**src/rtl/mem_arbiter.sv**
```systemverilog
// Two-port round-robin arbiter in front of a single-ported word memory.
// Each access runs IDLE -> GRANT -> DONE: one memory cycle, then a one-cycle ack.
module mem_arbiter #(
    parameter int MAX_WORD = 9
) (
    input  logic        clock,
    input  logic        reset,
    input  logic        p0_req,
    input  logic        p0_we,
    input  logic [31:0] p0_addr,
    input  logic [31:0] p0_wdata,
    input  logic        p1_req,
    input  logic        p1_we,
    input  logic [31:0] p1_addr,
    input  logic [31:0] p1_wdata,
    output logic        p0_ack,
    output logic        p0_err,
    output logic [31:0] p0_rdata,
    output logic        p1_ack,
    output logic        p1_err,
    output logic [31:0] p1_rdata,
    output logic        mwr,
    output logic        moe,
    output logic [31:0] ma,
    output logic [31:0] mwd,
    input  logic [31:0] mrd
);

    localparam logic [31:0] MAX_WORD_L = 32'(MAX_WORD);

    typedef enum logic [1:0] {
        IDLE  = 2'd0,
        GRANT = 2'd1,
        DONE  = 2'd2
    } state_t;

    state_t      state;
    state_t      state_next;

    logic        last_grant;
    logic        sel;
    logic        lat_we;
    logic        lat_valid;
    logic [31:0] lat_addr;
    logic [31:0] lat_wdata;
    logic [31:0] cap_data;

    logic        any_req;
    logic        pick_p1;
    logic        pick_we;
    logic [31:0] pick_addr;
    logic [31:0] pick_wdata;
    logic        pick_valid;
    logic        access;
    logic        done;

    // Round-robin: on a tie the port that did not win last time goes next.
    always_comb begin
        any_req    = p0_req | p1_req;
        pick_p1    = p1_req & (~p0_req | ~last_grant);
        pick_we    = pick_p1 ? p1_we    : p0_we;
        pick_addr  = pick_p1 ? p1_addr  : p0_addr;
        pick_wdata = pick_p1 ? p1_wdata : p0_wdata;
        pick_valid = (pick_addr[1:0] == 2'b00) &&
                     ({2'b00, pick_addr[31:2]} <= MAX_WORD_L);
    end

    always_comb begin
        state_next = state;
        case (state)
            IDLE:    if (any_req) state_next = GRANT;
            GRANT:   state_next = DONE;
            DONE:    state_next = IDLE;
            default: state_next = IDLE;
        endcase
    end

    always_ff @(posedge clock or posedge reset) begin
        if (reset) begin
            state      <= IDLE;
            last_grant <= 1'b1;
            sel        <= 1'b0;
            lat_we     <= 1'b0;
            lat_valid  <= 1'b0;
            lat_addr   <= 32'h0;
            lat_wdata  <= 32'h0;
            cap_data   <= 32'h0;
        end else begin
            state <= state_next;
            if (state == IDLE && any_req) begin
                sel        <= pick_p1;
                last_grant <= pick_p1;
                lat_we     <= pick_we;
                lat_valid  <= pick_valid;
                lat_addr   <= pick_addr;
                lat_wdata  <= pick_wdata;
                cap_data   <= 32'h0;
            end
            if (state == GRANT) begin
                cap_data <= (lat_valid && !lat_we) ? mrd : 32'h0;
            end
        end
    end

    // Memory strobes are decoded from state, so an async reset in GRANT drops them at once.
    assign access = (state == GRANT) && lat_valid;
    assign mwr    = access & lat_we;
    assign moe    = access & ~lat_we;
    assign ma     = access ? lat_addr  : 32'h0;
    assign mwd    = access ? lat_wdata : 32'h0;

    assign done     = (state == DONE);
    assign p0_ack   = done & ~sel;
    assign p1_ack   = done & sel;
    assign p0_err   = p0_ack & ~lat_valid;
    assign p1_err   = p1_ack & ~lat_valid;
    assign p0_rdata = p0_ack ? cap_data : 32'h0;
    assign p1_rdata = p1_ack ? cap_data : 32'h0;

endmodule

```
**config.mk**
```make
export PLATFORM = sky130hd
export DESIGN_NAME = mem_arbiter
export DESIGN_NICKNAME = d
export VERILOG_FILES = /design/src/rtl/mem_arbiter.sv
export SDC_FILE = /design/constraint.sdc
export NUM_CORES = 1
export LEC_CHECK = 0
export BUFFER_PORTS_ARGS = -buffer_cell sky130_fd_sc_hd__clkbuf_2
export CORE_AREA = 2 2 115 117
export CTS_CLUSTER_DIAMETER = 200
export CTS_CLUSTER_SIZE = 40
export DETAILED_ROUTE_END_ITERATION = 12
export DIE_AREA = 0 0 117 119
export PLACE_DENSITY = 0.73
export SKIP_LAST_GASP = 1
export SYNTH_ARGS = -nofsm -noshare
export SYNTH_HDL_FRONTEND = slang
export SYNTH_SLANG_ARGS = --single-unit
```
**constraint.sdc**
```tcl
create_clock -name clock -period 5.5 [get_ports clock]
set_clock_uncertainty 0.1 [all_clocks]
set_input_delay 0 -clock clock [delete_from_list [all_inputs] [get_ports clock]]
set_output_delay 0 -clock clock [all_outputs]
set_load 0.01 [all_outputs]
```
Word level (Yosys, flattened, before mapping)
Cells that the tools add are included.
{"block": "classes", "n_lt_le_gt_ge": 1, "n_eq_ne": 3, "mux": 12, "bitwise_logic": 14, "reduce_logical": 8}
{"cell": "$mux W32", "count": 9}
{"cell": "$le A30 B4 Y1 const B", "count": 1}
{"cell": "$and A1 B1 Y1", "count": 7}
{"cell": "$not A1 Y1", "count": 5}
{"cell": "$logic_and A1 B1 Y1", "count": 4}
{"cell": "$logic_not A2 Y1", "count": 2}
{"cell": "$pmux W2 S2", "count": 1}
{"cell": "$eq A2 B1 Y1 const B", "count": 1}
{"cell": "$eq A2 B2 Y1 const B", "count": 1}
{"cell": "$mux W2", "count": 1}
{"cell": "$ne A2 B2 Y1 const B", "count": 1}
{"cell": "$or A1 B1 Y1", "count": 2}
{"cell": "$reduce_bool A2 Y1", "count": 1}
{"cell": "$logic_not A1 Y1", "count": 1}
{"cell": "$mux W1", "count": 1}
{"block": "totals", "reg_bits": 102, "input_bits": 166}

Depth between registers and ports, before layout
Gate-level depths: netlist of the first run.
{"block": "logic_depth", "depth_word": 6, "depth_mapped": 6}

Worst setup path before layout of the first run
Ideal clock, no wire load.
{"block": "synth_timing", "kind": "register to register", "start": "reg last_grant", "end": "reg lat_addr[3]", "t_arrival_ps": 1202, "required_time_ps": 5265, "path_slack_ps": 4063, "stages_incl_launch_ff": 6, "n_path_buf": 2, "path_cell_list": "dfstp_2 a21bo_2 buf_4 buf_6 mux2i_1 o21ai_0"}
{"block": "synth_between", "elab_chain_cells": 4}
{"element": "start: declaration", "line": "40", "rtl": "logic last_grant;"}
{"element": "start signal: assignment", "line": "92", "rtl": "last_grant <= pick_p1;"}
{"element": "$not A1 Y1", "line": "60", "rtl": "pick_p1 = p1_req & (~p0_req | ~last_grant);"}
{"element": "$or A1 B1 Y1", "line": "60"}
{"element": "$and A1 B1 Y1", "line": "60"}
{"element": "$mux W32", "line": "62", "rtl": "pick_addr = pick_p1 ? p1_addr : p0_addr;"}
{"element": "end signal: assignment", "line": "95", "rtl": "lat_addr <= pick_addr;"}
{"element": "end: declaration", "line": "44", "rtl": "logic [31:0] lat_addr;"}
No other way between the ends.
A chain may end at the register's enable or synchronous reset.

Final worst setup path of the first run
{"block": "layout_timing", "start": "reg last_grant", "end": "reg lat_addr[5]"}
Same word-level chain as after synthesis.

==> results of run 1 <==
kinds of logic (layout without fill, tap and decap cells):
kind of cell | count (synthesis) | count (layout) | synth area share
AND/OR/NAND/NOR | 293 | 293 | 0.281
AO/OA/AOI/OAI | 105 | 105 | 0.133
flip-flops | 102 | 102 | 0.479
buffers and inverters | 53 | 486 | 0.0464
multiplexers | 32 | 32 | 0.0601
repair_timing:
action / 4_1_cts / 5_1_grt
hold buffers: 163 / 0
endpoints found under the hold margin: 144 / 0
gates resized for setup: 0 / 0
layout make-up:
cell class / instances / share of cell area
Tap cell: 176 / 0.0250
Timing Repair Buffer: 468 / 0.360
Multi-Input combinational cell: 430 / 0.289
Sequential cell: 102 / 0.290
Clock inverter: 3 / 0.00511
Inverter: 2 / 0.00114
Clock buffer: 13 / 0.0295
critical path, stage by stage, from the launching register on:
cell	delay, ns
dfstp_2	0.57
a21bo_2	0.86
buf_4	0.49
mux2i_1	0.25
dlygate4sd3_1	0.59
o21ai_0	0.07
Yosys cell counts, drive strengths merged, types with 2 or more instances:
cell,number,area share
dfrtp,101,0.47
nand2,101,0.071
and3,65,0.076
and2,64,0.075
nor2,38,0.028
o21ai,35,0.034
a31oi,33,0.039
a22o,32,0.053
mux2i,32,0.060
clkbuf,27,0.019
buf,24,0.026
nor4,16,0.019
nand4,3,0.0035
a21o,2,0.0028
inv,2,0.0014
nor2b,2,0.0023
per-stage QoR:
stage / total power, mW / util / worst slack [ns] / cells / hold slack [ns]
finish: 2.99 / 0.684 / 2.43 / 1194 / 0.0923
global placement: 1.94 / 0.534 / 3.03 / 1015 / 0.000562
global route: 3.19 / 0.684 / 2.22 / 1194 / 0.111
CTS: 2.96 / 0.684 / 2.44 / 1194 / 0.0714
floorplan: 1.75 / - / 2.73 / 585 / 0.0325
detailed placement: 1.97 / 0.534 / 2.97 / 1015 / -0.000252
sequential cells by signal (all words and copies together) (netlist names):
name / count
cap_data: 32
lat_addr: 32
lat_wdata: 32
state: 2
last_grant: 1
lat_valid: 1
lat_we: 1
sel: 1
metal layers:
| metal | routed length [um] | GRT usage | part of all wire | vias up |
|---|---|---|---|---|
| li1 | - | - | - | 2897 |
| met1 | 7610 | 0.324 | 0.39 | 2934 |
| met2 | 9470 | 0.467 | 0.48 | 368 |
| met3 | 1530 | 0.0641 | 0.078 | 87 |
| met4 | 1100 | 0.172 | 0.056 | 0 |
| met5 | 0 | 0 | 0 | - |
power by group:
part / internal, mW / switching [mW] / total, mW
registers: 1.01 / 0.133 / 1.14
logic: 0.556 / 0.635 / 1.19
clock network: 0.378 / 0.277 / 0.655
total: 1.94 / 1.04 / 2.99
final timing paths:
check / start / end / slack, ns / cells past startpoint
worst min register to register: lat_addr[28] / lat_addr[28] / 0.38 / 2
max in group asynchronous: reset / lat_valid / 3.91 / 4
worst min-delay path: p0_addr[29] / lat_valid / 0.09 / 5
min in group asynchronous: reset / lat_addr[11] / 0.18 / 3
worst max register to register: last_grant / lat_addr[5] / 2.43 / 5
worst max-delay path: last_grant / lat_addr[5] / 2.43 / 5
layout by cell type (no fill, tap or decap), types with 31 or more instances in the layout:
master / instances
a22o_1: 32
a31oi_1: 33
and2_1: 64
and3_1: 65
clkbuf_2: 299
dfrtp_1: 100
dlygate4sd3_1: 163
mux2i_1: 32
nand2_1: 101
nor2_1: 36
o21ai_0: 31
==> flow_summary.toml, run 1 <==
[pwr]
p_per_area_mw_per_mm2 = 339
power_leakage_nw = 4.76
vdd_drop_max_v = 0.000298

[grt]
grt_pass1_vias = 6267
overflow = 0
antenna_found_initial = 0
grt_max_degree = 70
grt_pass1_wl_um = 30800
track_usage = 0.281

[sta]
tightest_slew_ns = 1.08
slew_headroom = 0.280
rsz0062_at_grt = "false"
period_share = 0.558
setup_viol = 0
fin_setup_tns_ns = 0
fmaxAchievable_mhz = 326
drv_slew = 0
period_minus_slack_ns = 3.07
hold_viol = 0

[floorplanning]
dieWidth_um = 117
num_io_pins = 300
die_y_um = 119
coreArea_mm2 = 0.0129
die-area_mm2 = 0.0139
rows = 42
start_util = 0.414

[outcome]
status = "finished, final reports clean"

[cts]
cts_buffers = 9
clockBufferDepth = 2
cts.sinks = 102
tritoncts = "yes"
cts_setup_buffers = 0
h-tree-depth = 3
root_buffer = "clkbuf_16"
path_clk_slew_ns = 0.07
clock_latency_ns = 0.34

[logic_synthesis]
yosys_register_bits = 102
syn-num-nets = 751
syn_avg_cell_area_um2 = 9.12
ys_seq_area_frac = 0.479
synth_edf_count = 0
yosys.cell_types.count = 30
syn_inst = 585
syn_area_mm2 = 0.00533
synth-warning-count = 0
ys_async_sr_fraction = 1.00
synth-main-ff-cell = "dfrtp_1"

[setup_path]
worst-setup-path-type = "register to register"
endpoint_kind = "register"
crit_path_max_fanout = 47
cp.required_ns = 5.60
worstPathArrival_ns = 3.17
crit_path_start_kind = "register"

[placement]
numPortBuffers = 299
hpwl_um = 11700
placed_area_mm2 = 0.00688
place.gp.congestion = 0.975

[drt]
drt_iter0_markers = 378
dr.pass1.iters = 5
drc = 0
routed_wl_um = 19700
final_antenna_net_count = 0
wl_per_cell_um = 16.5
vias = 6286
avgViaCountPerCell = 5.26

[finish]
final_nets = 1179
multi_input_area_mm2 = 0.00255
fillers = 945
fin_area_mm2 = 0.00881
antenna_cells = 0
synthToLayoutAreaGrowth_pct = 65.2
regArea_mm2 = 0.00255
drive_gt1_frac = 0.324

[job]
maxCapViolCount = 0

[hold_path]
hold_class = "input pin to register"
(Power assumes the default switching activity.)
==> inputs of run 2 (changes only) <==
--- a/config.mk
+++ b/config.mk
@@ -6,12 +6,12 @@
 export NUM_CORES = 1
 export LEC_CHECK = 0
 export BUFFER_PORTS_ARGS = -buffer_cell sky130_fd_sc_hd__clkbuf_2
-export CORE_AREA = 2 2 115 117
+export CORE_AREA = 2 2 119 121
 export CTS_CLUSTER_DIAMETER = 200
 export CTS_CLUSTER_SIZE = 40
 export DETAILED_ROUTE_END_ITERATION = 12
-export DIE_AREA = 0 0 117 119
-export PLACE_DENSITY = 0.73
+export DIE_AREA = 0 0 121 123
+export PLACE_DENSITY = 0.71
 export SKIP_LAST_GASP = 1
 export SYNTH_ARGS = -nofsm -noshare
 export SYNTH_HDL_FRONTEND = slang
==> constraint.sdc (replaced) <==
create_clock -name clock -period 2.73 [get_ports clock]
set_clock_uncertainty 0.1 [all_clocks]
set_input_delay 0 -clock clock [delete_from_list [all_inputs] [get_ports clock]]
set_output_delay 0 -clock clock [all_outputs]
set_load 0.01 [all_outputs]
==> flow_summary.toml, run 2 (synthesis results as in run 1) <==
[cts]
path_clk_slew_ns = 0.07
cts.sinks = 102
cts_buffers = 9
tritoncts = "yes"
clockBufferDepth = 2
clock_latency_ns = 0.34
root_buffer = "clkbuf_16"
cts_setup_buffers = 0
h-tree-depth = 3

[pwr]
clockPowerShare = 0.199
p_per_area_mw_per_mm2 = 671
swShare = 0.352
power_frac_seq = 0.389
p_comb_frac = 0.412
power_leakage_nw = 4.79
p_switching_mw = 2.10
vdd_drop_max_v = 0.000480
p_int_mw = 3.85

[finish]
drive_gt1_frac = 0.326
final_nets = 1186
final_util = 0.652
multi_input_area_mm2 = 0.00255
layout_common_cells = "299 x clkbuf_2, 163 x dlygate4sd3_1, 101 x nand2_1"
fillers = 1103
final_common_cell = "clkbuf_2"
reg_top3 = "cap_data x32, lat_addr x32, lat_wdata x32"
regArea_mm2 = 0.00255
synthToLayoutAreaGrowth_pct = 66.4

[drt]
final_antenna_net_count = 0
routed_wl_um = 19600
drt_iter0_markers = 353
dr.pass1.iters = 7
avgViaCountPerCell = 5.11
drc = 0
wl_per_cell_um = 16.2
vias = 6167

[sta]
hold_viol = 0
slew_headroom = 0.502
drv_slew = 0
setup_viol = 0
fmaxAchievable_mhz = 406
period_share = 0.902
rsz0062_at_grt = "false"
period_minus_slack_ns = 2.46
fin_setup_tns_ns = 0
tightest_slew_ns = 0.746

[setup_path]
worstPathArrival_ns = 2.56
slowest_delay_ns = 0.57
worst-setup-path-type = "register to register"
crit_path_start_kind = "register"
crit_path_max_fanout = 35
cp_cell_sequence = "a21bo_4 -> buf_12 -> mux2i_1 -> dlygate4sd3_1 -> o21ai_0"
cp.required_ns = 2.83
crit_slowest_cell = "dfstp_2"
endpoint_kind = "register"

[hold_path]
hold_class = "input pin to register"

[job]
maxCapViolCount = 0

[grt]
antenna_found_initial = 0
overflow = 0
grt_pass1_vias = 6092
track_usage = 0.262
grt_pass1_wl_um = 30400
grt_max_degree = 70

[placement]
hpwl_um = 12200
place.gp.congestion = 0.874
numPortBuffers = 299

[floorplanning]
start_util = 0.392
rows = 43
die-area_mm2 = 0.0149
die_y_um = 123
num_io_pins = 300
dieWidth_um = 121
coreArea_mm2 = 0.0136

[outcome]
status = "finished, final reports clean"
-- run 2: through the flow --
step | cell area [um2] | power, mW | hold slack [ns] | worst slack (ns) | instances
floorplan | 5340 | 3.52 | 0.0325 | 1.29 | 585
global placement | 6980 | 3.99 | 0.0479 | 0.836 | 1026
detailed placement | 6980 | 4.06 | 0.0479 | 0.799 | 1026
CTS | 8870 | 5.91 | 0.0705 | 0.280 | 1205
global route | 8870 | 6.38 | 0.0790 | 0.175 | 1205
finish | 8870 | 5.95 | 0.0687 | 0.267 | 1206
-- run 2: power groups by stage --
stage | clock (mW) | sequential [mW] | combinational [mW]
after floorplan | 0 | 2.23 | 1.29
after global placement | 0 | 2.31 | 1.68
after detailed placement | 0 | 2.33 | 1.74
after CTS | 1.20 | 2.30 | 2.40
after global routing | 1.28 | 2.38 | 2.72
final | 1.18 | 2.32 | 2.45
-- run 2: final cells by class --
class / count / area share
well taps: 180 / 0.0254
clock buffers: 15 / 0.0290
clock inverters: 1 / 0.000564
inverters: 2 / 0.00127
flip-flops and latches: 102 / 0.288
multi-input cells: 430 / 0.288
repair buffers: 475 / 0.368
diodes: 1 / 0.000282
-- run 2: per-layer routing --
layer | routed length, um | GRT usage
met1 | 7920 | 0.311
met2 | 9640 | 0.450
met3 | 1350 | 0.0581
met4 | 673 | 0.126
met5 | 0 | 0
-- run 2: repair_timing --
action	4_1_cts	5_1_grt
gates resized for setup	0	0
endpoints found under the hold margin	126	0
hold buffers	163	0
-- run 2: worst max-delay path, delay by kind of cell (launching register included) --
| family | cells | cell delay (ns) |
|---|---|---|
| AO/OA/AOI/OAI | 2 | 0.60 |
| buffers and inverters | 2 | 0.83 |
| multiplexers | 1 | 0.20 |
| flip-flops | 1 | 0.57 |
-- run 2: path summary, 6_finish.rpt --
check                            start             to  slack [ns]  cells past startpoint
setup / recovery            last_grant  lat_wdata[31]        0.27                      5
min in group asynchronous        reset   lat_addr[13]        0.24                      3
setup reg to reg            last_grant  lat_wdata[31]        0.27                      5
hold / removal             p1_addr[19]      lat_valid        0.07                      5
max in group asynchronous        reset     last_grant        1.56                      4
hold reg to reg            lat_addr[4]    lat_addr[4]        0.37                      2
==> inputs of run 3 (changes only) <==
--- a/config.mk
+++ b/config.mk
@@ -11,7 +11,7 @@
 export CTS_CLUSTER_SIZE = 40
 export DETAILED_ROUTE_END_ITERATION = 12
 export DIE_AREA = 0 0 121 123
-export PLACE_DENSITY = 0.71
+export PLACE_DENSITY = 0.82
 export SKIP_LAST_GASP = 1
 export SYNTH_ARGS = -nofsm -noshare
 export SYNTH_HDL_FRONTEND = slang
==> flow_summary.toml, run 3 (synthesis results as in run 1) <==
[finish]
reg_top3 = "cap_data x32, lat_addr x32, lat_wdata x32"
drive_gt1_frac = 0.332
final_nets = 1189
final_common_cell = "clkbuf_2"
layout_common_cells = "299 x clkbuf_2, 163 x dlygate4sd3_1, 101 x nand2_1"
synthToLayoutAreaGrowth_pct = 67.9
final_cells = 1209

[grt]
overflow = 0
grt_pass1_wl_um = 32000
antenna_found_initial = 1
grt_max_degree = 68
track_usage = 0.276
grt_pass1_vias = 6445

[placement]
placed_cells = 1029
place.gp.congestion = 0.946
numPortBuffers = 299
hpwl_um = 12600

[setup_path]
worstPathArrival_ns = 2.74
cp.required_ns = 2.80
endpoint_kind = "register"
r2r-start = "last_grant"
crit_path_max_fanout = 23
reg2regPathDepth = 5
r2r-end = "lat_addr[26]"
worst-setup-path-type = "register to register"
regToRegSetupSlack_ns = 0.06
crit_path_start_kind = "register"

[cts]
h-tree-depth = 3
root_buffer = "clkbuf_16"
path_clk_slew_ns = 0.06
cts.sinks = 102
cts_buffers = 9
clock_latency_ns = 0.33
clockBufferDepth = 2
tritoncts = "yes"
cts_setup_buffers = 0

[sta]
hold_viol = 0
period_share = 0.979
rsz0062_at_grt = "false"
period_minus_slack_ns = 2.67
setup_viol = 0
drv_slew = 0
fin_setup_tns_ns = 0
whs_ns = 0.0878
fmaxAchievable_mhz = 374
tightest_slew_ns = 0.909
slew_headroom = 0.392

[drt]
dr.pass1.iters = 5
drt_iter0_markers = 272
routed_wl_um = 20900
avgViaCountPerCell = 5.26
vias = 6361
wl_per_cell_um = 17.2
final_antenna_net_count = 0
drc = 0

[hold_path]
hold_depth = 5
whs_endpoint = "lat_valid"
hold_class = "input pin to register"
min_from = "p1_addr[14]"

[floorplanning]
num_io_pins = 300
start_util = 0.392
die_y_um = 123
die-area_mm2 = 0.0149
dieWidth_um = 121
coreArea_mm2 = 0.0136
rows = 43

[outcome]
status = "finished, final reports clean"

[pwr]
power_leakage_nw = 4.84
vdd_drop_max_v = 0.000494
p_per_area_mw_per_mm2 = 697

[job]
maxCapViolCount = 0
## run 3: timing repair
action,CTS,global route
setup endpoints to repair,0,17
resized for setup,0,1
hold buffers,163,0
hold endpoints to repair,133,0
## run 3: worst max-delay path by stage
stage / startpoint / endpoint / slack [ns] / depth (start not counted)
after detailed placement: state[0] / lat_wdata[9] / 0.68 / 6
after CTS: state[0] / lat_wdata[9] / 0.16 / 7
final: last_grant / lat_addr[26] / 0.06 / 5
after global routing: last_grant / lat_addr[26] / 0.02 / 5
after global placement: state[0] / lat_wdata[14] / 0.77 / 5
after floorplan: last_grant / lat_addr[3] / 1.29 / 5
## run 3: final cells by class
| class | instances | area, um2 |
|---|---|---|
| diodes | 1 | 2.50 |
| clock buffers | 13 | 270 |
| clock inverters | 3 | 65.1 |
| fillers | 1027 | 4660 |
| inverters | 2 | 11.3 |
| multi-input cells | 430 | 2550 |
| flip-flops and latches | 102 | 2550 |
| well taps | 180 | 225 |
| repair buffers | 478 | 3280 |
## run 3: routing by layer
layer,global-route usage,share of wire,vias up
li1,-,-,2909
met1,0.309,0.38,2984
met2,0.485,0.49,387
met3,0.0590,0.074,81
met4,0.161,0.046,0
met5,0,0,-
## run 3: where the power goes
group          internal (mW)  switching [mW]
clock                  0.878           0.552
combinational           1.18            1.33
sequential              2.03           0.268
## run 3: metrics by stage
step                      setup slack, ns  area [um2]  power [mW]  utilization
after floorplan                      1.29        5340        3.52            -
after global placement              0.768        6980        3.96        0.513
after detailed placement            0.683        6980        4.06        0.513
after CTS                           0.159        8950        6.15        0.657
after global routing               0.0229        8950        6.65        0.658
final                              0.0570        8950        6.24        0.658
## run 3: worst max-delay path, cell delays in order (launching register included)
cell and delay [ns]:
dfstp_2 0.56, a21bo_2 0.61, buf_4 0.29, mux2i_1 0.25, dlygate4sd3_1 0.59, o21ai_0 0.10
